`config.mk`:
```
export PLATFORM = sky130hd
export DESIGN_NAME = stack_arbiter
export DESIGN_NICKNAME = d
export VERILOG_FILES = /design/src/rtl/rpn_pkg.sv /design/src/rtl/rr_pick2.sv /design/src/rtl/stack_arbiter.sv
export SDC_FILE = /design/constraint.sdc
export NUM_CORES = 1
export LEC_CHECK = 0
export BUFFER_PORTS_ARGS = -buffer_cell sky130_fd_sc_hd__buf_2
export CELL_PAD_IN_SITES_DETAIL_PLACEMENT = 0
export CELL_PAD_IN_SITES_GLOBAL_PLACEMENT = 1
export CORE_UTILIZATION = 43
export CTS_CLUSTER_SIZE = 30
export DETAILED_ROUTE_END_ITERATION = 12
export MAX_ROUTING_LAYER = met4
export PLACE_DENSITY = 0.84
export SETUP_SLACK_MARGIN = 0.2
export SYNTH_ARGS = -nofsm -noshare
export SYNTH_HDL_FRONTEND = slang
export SYNTH_SLANG_ARGS = --single-unit
```
`constraint.sdc`:
```
create_clock -name CLK -period 3.4 [get_ports CLK]
set_input_delay 0.34 -clock CLK [delete_from_list [all_inputs] [get_ports CLK]]
set_output_delay 0.34 -clock CLK [all_outputs]
set_load 0.02 [all_outputs]
```
`src/rtl/rpn_pkg.sv`:
```
// Shared types and constants for the RPN calculator's operator-stack arbiter.
// Opcodes, arbiter FSM states, and ASCII codes of the expression characters.
package rpn_pkg;

  localparam int STACK_DEPTH = 16;
  localparam int STACK_OCC_W = 5;

  typedef enum logic [1:0] {
    OP_NONE = 2'b00,
    OP_PUSH = 2'b01,
    OP_POP  = 2'b10,
    OP_PEEK = 2'b11
  } op_e;

  typedef enum logic [1:0] {
    IDLE  = 2'd0,
    ISSUE = 2'd1,
    WAIT  = 2'd2,
    RESP  = 2'd3
  } state_e;

  localparam logic [7:0] CH_LPAREN = 8'h28;
  localparam logic [7:0] CH_RPAREN = 8'h29;
  localparam logic [7:0] CH_ZERO   = 8'h30;
  localparam logic [7:0] CH_MINUS  = 8'h2d;
  localparam logic [7:0] CH_PLUS   = 8'h2b;
  localparam logic [7:0] CH_STAR   = 8'h2a;
  localparam logic [7:0] CH_SLASH  = 8'h2f;
  localparam logic [7:0] CH_EQ     = 8'h3d;

endpackage

```
`src/rtl/rr_pick2.sv`:
```
// Combinational two-way round-robin picker: bit 0 is port A, bit 1 is port B.
// last=1 means B was granted last, so A wins a tie.
module rr_pick2 (
  input  logic [1:0] req,
  input  logic       last,
  output logic [1:0] gnt
);

  always_comb begin
    gnt = 2'b00;
    case (req)
      2'b01:   gnt = 2'b01;
      2'b10:   gnt = 2'b10;
      2'b11:   gnt = last ? 2'b01 : 2'b10;
      default: gnt = 2'b00;
    endcase
  end

endmodule

```
`src/rtl/stack_arbiter.sv`:
```
// Arbitrates two requesters (A: infix->RPN, B: evaluator) onto one 8-bit stack.
// Optional STACK_ARB_LOCK_EN lets the granted port keep the stack across transactions.
module stack_arbiter
  import rpn_pkg::*;
#(
  parameter int DEPTH = STACK_DEPTH,
  parameter int OCC_W = STACK_OCC_W
) (
  input  logic             CLK,
  input  logic             RST_N,
  input  logic             A_STB,
  input  logic [1:0]       A_OP,
  input  logic [7:0]       A_DAT,
  input  logic             A_LOCK,
  output logic             A_ACK,
  output logic [7:0]       A_RDAT,
  output logic             A_ERR,
  input  logic             B_STB,
  input  logic [1:0]       B_OP,
  input  logic [7:0]       B_DAT,
  input  logic             B_LOCK,
  output logic             B_ACK,
  output logic [7:0]       B_RDAT,
  output logic             B_ERR,
  output logic             S_PUSH_STB,
  output logic [7:0]       S_PUSH_DAT,
  input  logic             S_PUSH_ACK,
  input  logic             S_POP_STB,
  input  logic [7:0]       S_POP_DAT,
  output logic             S_POP_ACK,
  output logic [OCC_W-1:0] OCC,
  output logic [1:0]       DBG_STATE
);

  // Handshake: a requester holds STB/OP/DAT until it sees its one-cycle ACK;
  // S_PUSH_STB is held until S_PUSH_ACK is sampled high; S_POP_ACK is a single pulse.
  localparam logic [OCC_W-1:0] OCC_FULL = OCC_W'(DEPTH);
  localparam logic [OCC_W-1:0] OCC_ONE  = OCC_W'(1);

  state_e           state_q, state_d;
  logic             gnt_b_q, gnt_b_d;
  logic [1:0]       op_q, op_d;
  logic [7:0]       dat_q, dat_d;
  logic [7:0]       rdat_q, rdat_d;
  logic             err_q, err_d;
  logic             last_q, last_d;
  logic [OCC_W-1:0] occ_q, occ_d;
  logic             push_stb_q, push_stb_d;
  logic [7:0]       push_dat_q, push_dat_d;
  logic             pop_ack_q, pop_ack_d;
  logic             a_ack_q, a_ack_d, b_ack_q, b_ack_d;
  logic             a_err_q, a_err_d, b_err_q, b_err_d;
  logic [7:0]       a_rdat_q, a_rdat_d, b_rdat_q, b_rdat_d;

  logic       gap;
  logic [1:0] req, gnt;
  logic       grant_b, any_gnt, reject;
  logic [1:0] sel_op;
  logic [7:0] sel_dat;

  // An ACK still showing means the requester has not yet dropped STB: skip that cycle.
  assign gap = a_ack_q | b_ack_q;

`ifdef STACK_ARB_LOCK_EN
  logic locked_q, locked_d, lock_b_q, lock_b_d, lock_s;
  assign lock_s = gnt_b_q ? B_LOCK : A_LOCK;
  assign req = ~{2{gap}} & (locked_q ? (lock_b_q ? {B_STB, 1'b0} : {1'b0, A_STB})
                                     : {B_STB, A_STB});
`else
  logic unused_lock;
  assign unused_lock = A_LOCK ^ B_LOCK;
  assign req = ~{2{gap}} & {B_STB, A_STB};
`endif

  rr_pick2 u_pick (
    .req  (req),
    .last (last_q),
    .gnt  (gnt)
  );

  assign grant_b = gnt[1];
  assign any_gnt = |gnt;
  assign sel_op  = grant_b ? B_OP : A_OP;
  assign sel_dat = grant_b ? B_DAT : A_DAT;
  assign reject  = (sel_op == OP_PUSH) ? (occ_q == OCC_FULL)
                                       : ((occ_q == '0) || !S_POP_STB);

  always_ff @(posedge CLK or negedge RST_N) begin
    if (!RST_N) begin
      state_q    <= IDLE;
      gnt_b_q    <= 1'b0;
      op_q       <= 2'b00;
      dat_q      <= 8'h00;
      rdat_q     <= 8'h00;
      err_q      <= 1'b0;
      last_q     <= 1'b1;
      occ_q      <= '0;
      push_stb_q <= 1'b0;
      push_dat_q <= 8'h00;
      pop_ack_q  <= 1'b0;
      a_ack_q    <= 1'b0;
      b_ack_q    <= 1'b0;
      a_err_q    <= 1'b0;
      b_err_q    <= 1'b0;
      a_rdat_q   <= 8'h00;
      b_rdat_q   <= 8'h00;
`ifdef STACK_ARB_LOCK_EN
      locked_q   <= 1'b0;
      lock_b_q   <= 1'b0;
`endif
    end else begin
      state_q    <= state_d;
      gnt_b_q    <= gnt_b_d;
      op_q       <= op_d;
      dat_q      <= dat_d;
      rdat_q     <= rdat_d;
      err_q      <= err_d;
      last_q     <= last_d;
      occ_q      <= occ_d;
      push_stb_q <= push_stb_d;
      push_dat_q <= push_dat_d;
      pop_ack_q  <= pop_ack_d;
      a_ack_q    <= a_ack_d;
      b_ack_q    <= b_ack_d;
      a_err_q    <= a_err_d;
      b_err_q    <= b_err_d;
      a_rdat_q   <= a_rdat_d;
      b_rdat_q   <= b_rdat_d;
`ifdef STACK_ARB_LOCK_EN
      locked_q   <= locked_d;
      lock_b_q   <= lock_b_d;
`endif
    end
  end

  always_comb begin
    state_d = state_q;
    case (state_q)
      IDLE:    if (any_gnt) state_d = reject ? RESP : ISSUE;
      ISSUE:   state_d = (op_q == OP_PUSH) ? WAIT : RESP;
      WAIT:    if (S_PUSH_ACK) state_d = RESP;
      RESP:    state_d = IDLE;
      default: state_d = IDLE;
    endcase
  end

  always_comb begin
    gnt_b_d    = gnt_b_q;
    op_d       = op_q;
    dat_d      = dat_q;
    rdat_d     = rdat_q;
    err_d      = err_q;
    last_d     = last_q;
    occ_d      = occ_q;
    push_stb_d = push_stb_q;
    push_dat_d = push_dat_q;
    pop_ack_d  = 1'b0;
    a_ack_d    = 1'b0;
    b_ack_d    = 1'b0;
    a_err_d    = 1'b0;
    b_err_d    = 1'b0;
    a_rdat_d   = a_rdat_q;
    b_rdat_d   = b_rdat_q;
`ifdef STACK_ARB_LOCK_EN
    locked_d   = locked_q;
    lock_b_d   = lock_b_q;
`endif
    case (state_q)
      IDLE: if (any_gnt) begin
        gnt_b_d = grant_b;
        op_d    = sel_op;
        dat_d   = sel_dat;
        rdat_d  = S_POP_DAT;
        err_d   = reject;
      end
      ISSUE: begin
        if (op_q == OP_PUSH) begin
          push_stb_d = 1'b1;
          push_dat_d = dat_q;
        end else if (op_q == OP_POP) begin
          pop_ack_d = 1'b1;
          if (occ_q != '0) occ_d = occ_q - OCC_ONE;
        end
      end
      WAIT: if (S_PUSH_ACK) begin
        push_stb_d = 1'b0;
        if (occ_q != OCC_FULL) occ_d = occ_q + OCC_ONE;
      end
      RESP: begin
        if (gnt_b_q) begin
          b_ack_d  = 1'b1;
          b_err_d  = err_q;
          b_rdat_d = rdat_q;
        end else begin
          a_ack_d  = 1'b1;
          a_err_d  = err_q;
          a_rdat_d = rdat_q;
        end
`ifdef STACK_ARB_LOCK_EN
        locked_d = lock_s;
        lock_b_d = gnt_b_q;
        if (!lock_s) last_d = gnt_b_q;
`else
        last_d = gnt_b_q;
`endif
      end
      default: ;
    endcase
  end

  assign A_ACK      = a_ack_q;
  assign A_ERR      = a_err_q;
  assign A_RDAT     = a_rdat_q;
  assign B_ACK      = b_ack_q;
  assign B_ERR      = b_err_q;
  assign B_RDAT     = b_rdat_q;
  assign S_PUSH_STB = push_stb_q;
  assign S_PUSH_DAT = push_dat_q;
  assign S_POP_ACK  = pop_ack_q;
  assign OCC        = occ_q;
  assign DBG_STATE  = state_q;

endmodule

```
==> impl_results.md <==
* CP endpoint kind: register
* Leakage at 1.63 nW
* First-pass GRT wire length at 8200 um
* Chip height at 79.2 um
* WL/cell at 14.0 um
* Post-synth top cells: 57 x dfrtp_1, 33 x mux2_2, 17 x nand2_1, 15 x o21ai_0, 12 x inv_1
* Routed Antenna Nets at 0
* Worst reg-to-reg setup slack at 1.30 ns
* Slowest CP cell: dfrtp_1
* Synth async-reset ratio at 1.00
* Post-synthesis cell count at 204
* Area leader, netlist: dfrtp_1
* Vias per inst at 4.91
* Final Total Pwr at 3.30 mW
* Post_cts resized at 0
* Die W at 79.2 um
* Worst-path clk slew at 0.07 ns
* Part of the cycle the worst path needs at 0.618
* CP peak stage delay at 0.46 ns
* Initial antenna violation count at 0
* EDFF count, synth at 0
* Placement Rows at 27
* CP Cell Sequence: inv_1, ha_1, inv_1, ha_1, a21o_2, a21oi_1, xor2_1, o21ai_1
* DR pass1 iterations at 4
* Hold_buf cts at 0
* Max Cap Violations at 0
* Initial core utilization at 0.457
* IO buf count at 70
* Layout cell share with drive strength beyond 1 at 0.448
* Critical R2R Launch: DBG_STATE[0]
* Sequential share of the synthesized area at 0.567
* Reg2Reg Depth at 8
* CTS tree: yes
* Layout area overhead at 23.8%
* Sequential share of power at 0.372
* WS Path Type: reg2reg
* Worst-Margin Slew at 0.782 ns
* Max-slew headroom at 0.478
* Max clock buf depth at 2
* Worst Path Max Fanout at 7
* Antenna fix cells at 0
* Die area at 6270 um2
* Final setup vio count at 0
* I/O Pins at 73
* Critical Path RT at 3.62 ns
* DP HPWL at 3650 um
* Gpl congestion at 0.770
* Fmax at 476 MHz
* Layout Nets at 326
* Top cells by area, synth: dfrtp_1 56%, mux2_2 15%, ha_1 3.9%
* Syn avg cell area at 12.6 um2
* Vias at 1758
* Post-synthesis cell area at 2560 um2
* Sink Count at 58
* Postcts setup bufs at 0
* Gr ovfl total at 0
* Maximum vdd drop at 551 uV
* Mapped Nets at 249
* Total CTS buffers at 9
* CP Launch Type: register
* Final hold violations at 0
* Clk pwr share at 0.171
* Initial drt markers at 59
* Pin count of the biggest net entering global routing at 37
* Hold Path Class: in2async
* DRT Wirelength at 5000 um
* RR Endpoint: OCC[3]
* Switching share of power at 0.399
* RSZ-0062 raised after global routing: no
* Synth cell types at 35
* Synthesis Warnings at 0
* Root buffer cell: clkbuf_8
* Status: finished, final reports clean
* Most instantiated library cell after synthesis: dfrtp_1
* WHS at 0.0821 ns
* Vias in the first global route at 1796
* Psw at 1.32 mW
* Clock Skew at 0.00815 ns
* Residual DRC at 0
* Flops & latches, synth at 58
* Worst-Skew Late Latency at 0.33 ns
* Minimum clock period at 2.10 ns
* Setup TNS at 0 ns
* P per Cell Area at 1040 nW/um2
* Pint at 1.99 mW
* Final Slew Violations at 0
* GRT Overall Usage at 0.180
* Top Family by Delay on Critical Path: adder cells
* Ys flop type: dfrtp_1
* Combinational fraction of design power at 0.457
* Post-synth top area share at 0.557
* H-tree Lvls at 3
* Worst Path Arrival at 2.32 ns
* Crit path buffers/inverters at 2
* Core area at 5610 um2
## cell usage in the layout (no fill, tap or decap), types with 2 or more instances in the layout
cell        netlist  routed
buf_2             2      70
dfrtp_1          57      57
mux2_2           33      33
nand2_1          17      17
o21ai_0          15      15
inv_1            12      12
mux2i_1          10      10
clkbuf_8          0      10
nor2_1            8       8
ha_1              8       8
a21oi_1           5       5
o21ai_1           4       4
nand2b_1          3       3
xnor2_1           3       3
clkinvlp_4        0       3
xor2_1            2       2
or3_1             2       2
clkinv_2          0       2
buf_4             0       2
## how the worst max path moves through the flow
stage / cells after the start / start / end / slack, ns
finish: 8 / DBG_STATE[0] / OCC[3] / 1.30
global route: 8 / DBG_STATE[0] / OCC[3] / 1.14
CTS: 8 / DBG_STATE[0] / OCC[3] / 1.30
detailed placement: 8 / DBG_STATE[0] / OCC[3] / 1.30
global placement: 8 / DBG_STATE[0] / OCC[3] / 1.37
floorplan: 8 / DBG_STATE[0] / OCC[4] / 1.40
## per-stage QoR
step,std cells,cell area [um2],worst slack (ns),util
2_1_floorplan,204,2560,1.40,-
3_5_place_dp,342,2990,1.30,0.533
3_3_place_gp,342,2990,1.37,0.533
4_1_cts,358,3170,1.30,0.565
6_report,358,3170,1.30,0.565
5_1_grt,358,3170,1.14,0.565
## power groups by stage
stage | Clock [mW] | Combinational (mW) | Sequential (mW)
finish | 0.566 | 1.51 | 1.23
global route | 0.612 | 1.67 | 1.28
CTS | 0.583 | 1.54 | 1.23
detailed placement | 0 | 1.53 | 1.25
global placement | 0 | 1.48 | 1.23
floorplan | 0 | 0.876 | 1.46
## registers in the layout (all words and copies together) (netlist names)
signal / cells
last_q: 1
OCC: 5
A_ERR: 1
B_ERR: 1
op_q: 2
DBG_STATE: 2
gnt_b_q: 1
A_RDAT: 8
S_PUSH_STB: 1
err_q: 1
A_ACK: 1
rdat_q: 8
dat_q: 8
S_PUSH_DAT: 8
B_ACK: 1
S_POP_ACK: 1
B_RDAT: 8
## worst reg2reg max path: cells and delay by family (launching register included)
kind	cells	cell delay (ns)
adders and majority gates	2	0.56
AOI/OAI and AO/OA	3	0.47
DFF	1	0.46
buffers and inverters	2	0.34
xor gates and xnor gates	1	0.17
## metal layers
metal / part of all wire / global-route usage
met1: 0.47 / 0.224
met2: 0.45 / 0.278
met3: 0.066 / 0.0517
met4: 0.013 / 0.0709
met5: 0 / -
## cells by family (layout without fill, tap and decap cells)
group	after synthesis	count (layout)	synth area share
DFF	58	58	0.567
and+or+nand+nor	36	36	0.0674
adders and majority gates	9	9	0.0469
xor gates and xnor gates	5	5	0.0171
AOI/OAI and AO/OA	35	35	0.0899
buffers and inverters	18	100	0.0274
muxes	43	43	0.184
## layout make-up
cell class / instances / area (um2)
Clock buffer: 10 / 138
Clock inverter: 6 / 41.3
Fill cell: 520 / 2440
Inverter: 12 / 45.0
Multi-Input combinational cell: 128 / 1040
Sequential cell: 58 / 1450
Tap cell: 72 / 90.1
Timing Repair Buffer: 72 / 365
Note: power is estimated with default switching activity, not from simulation.
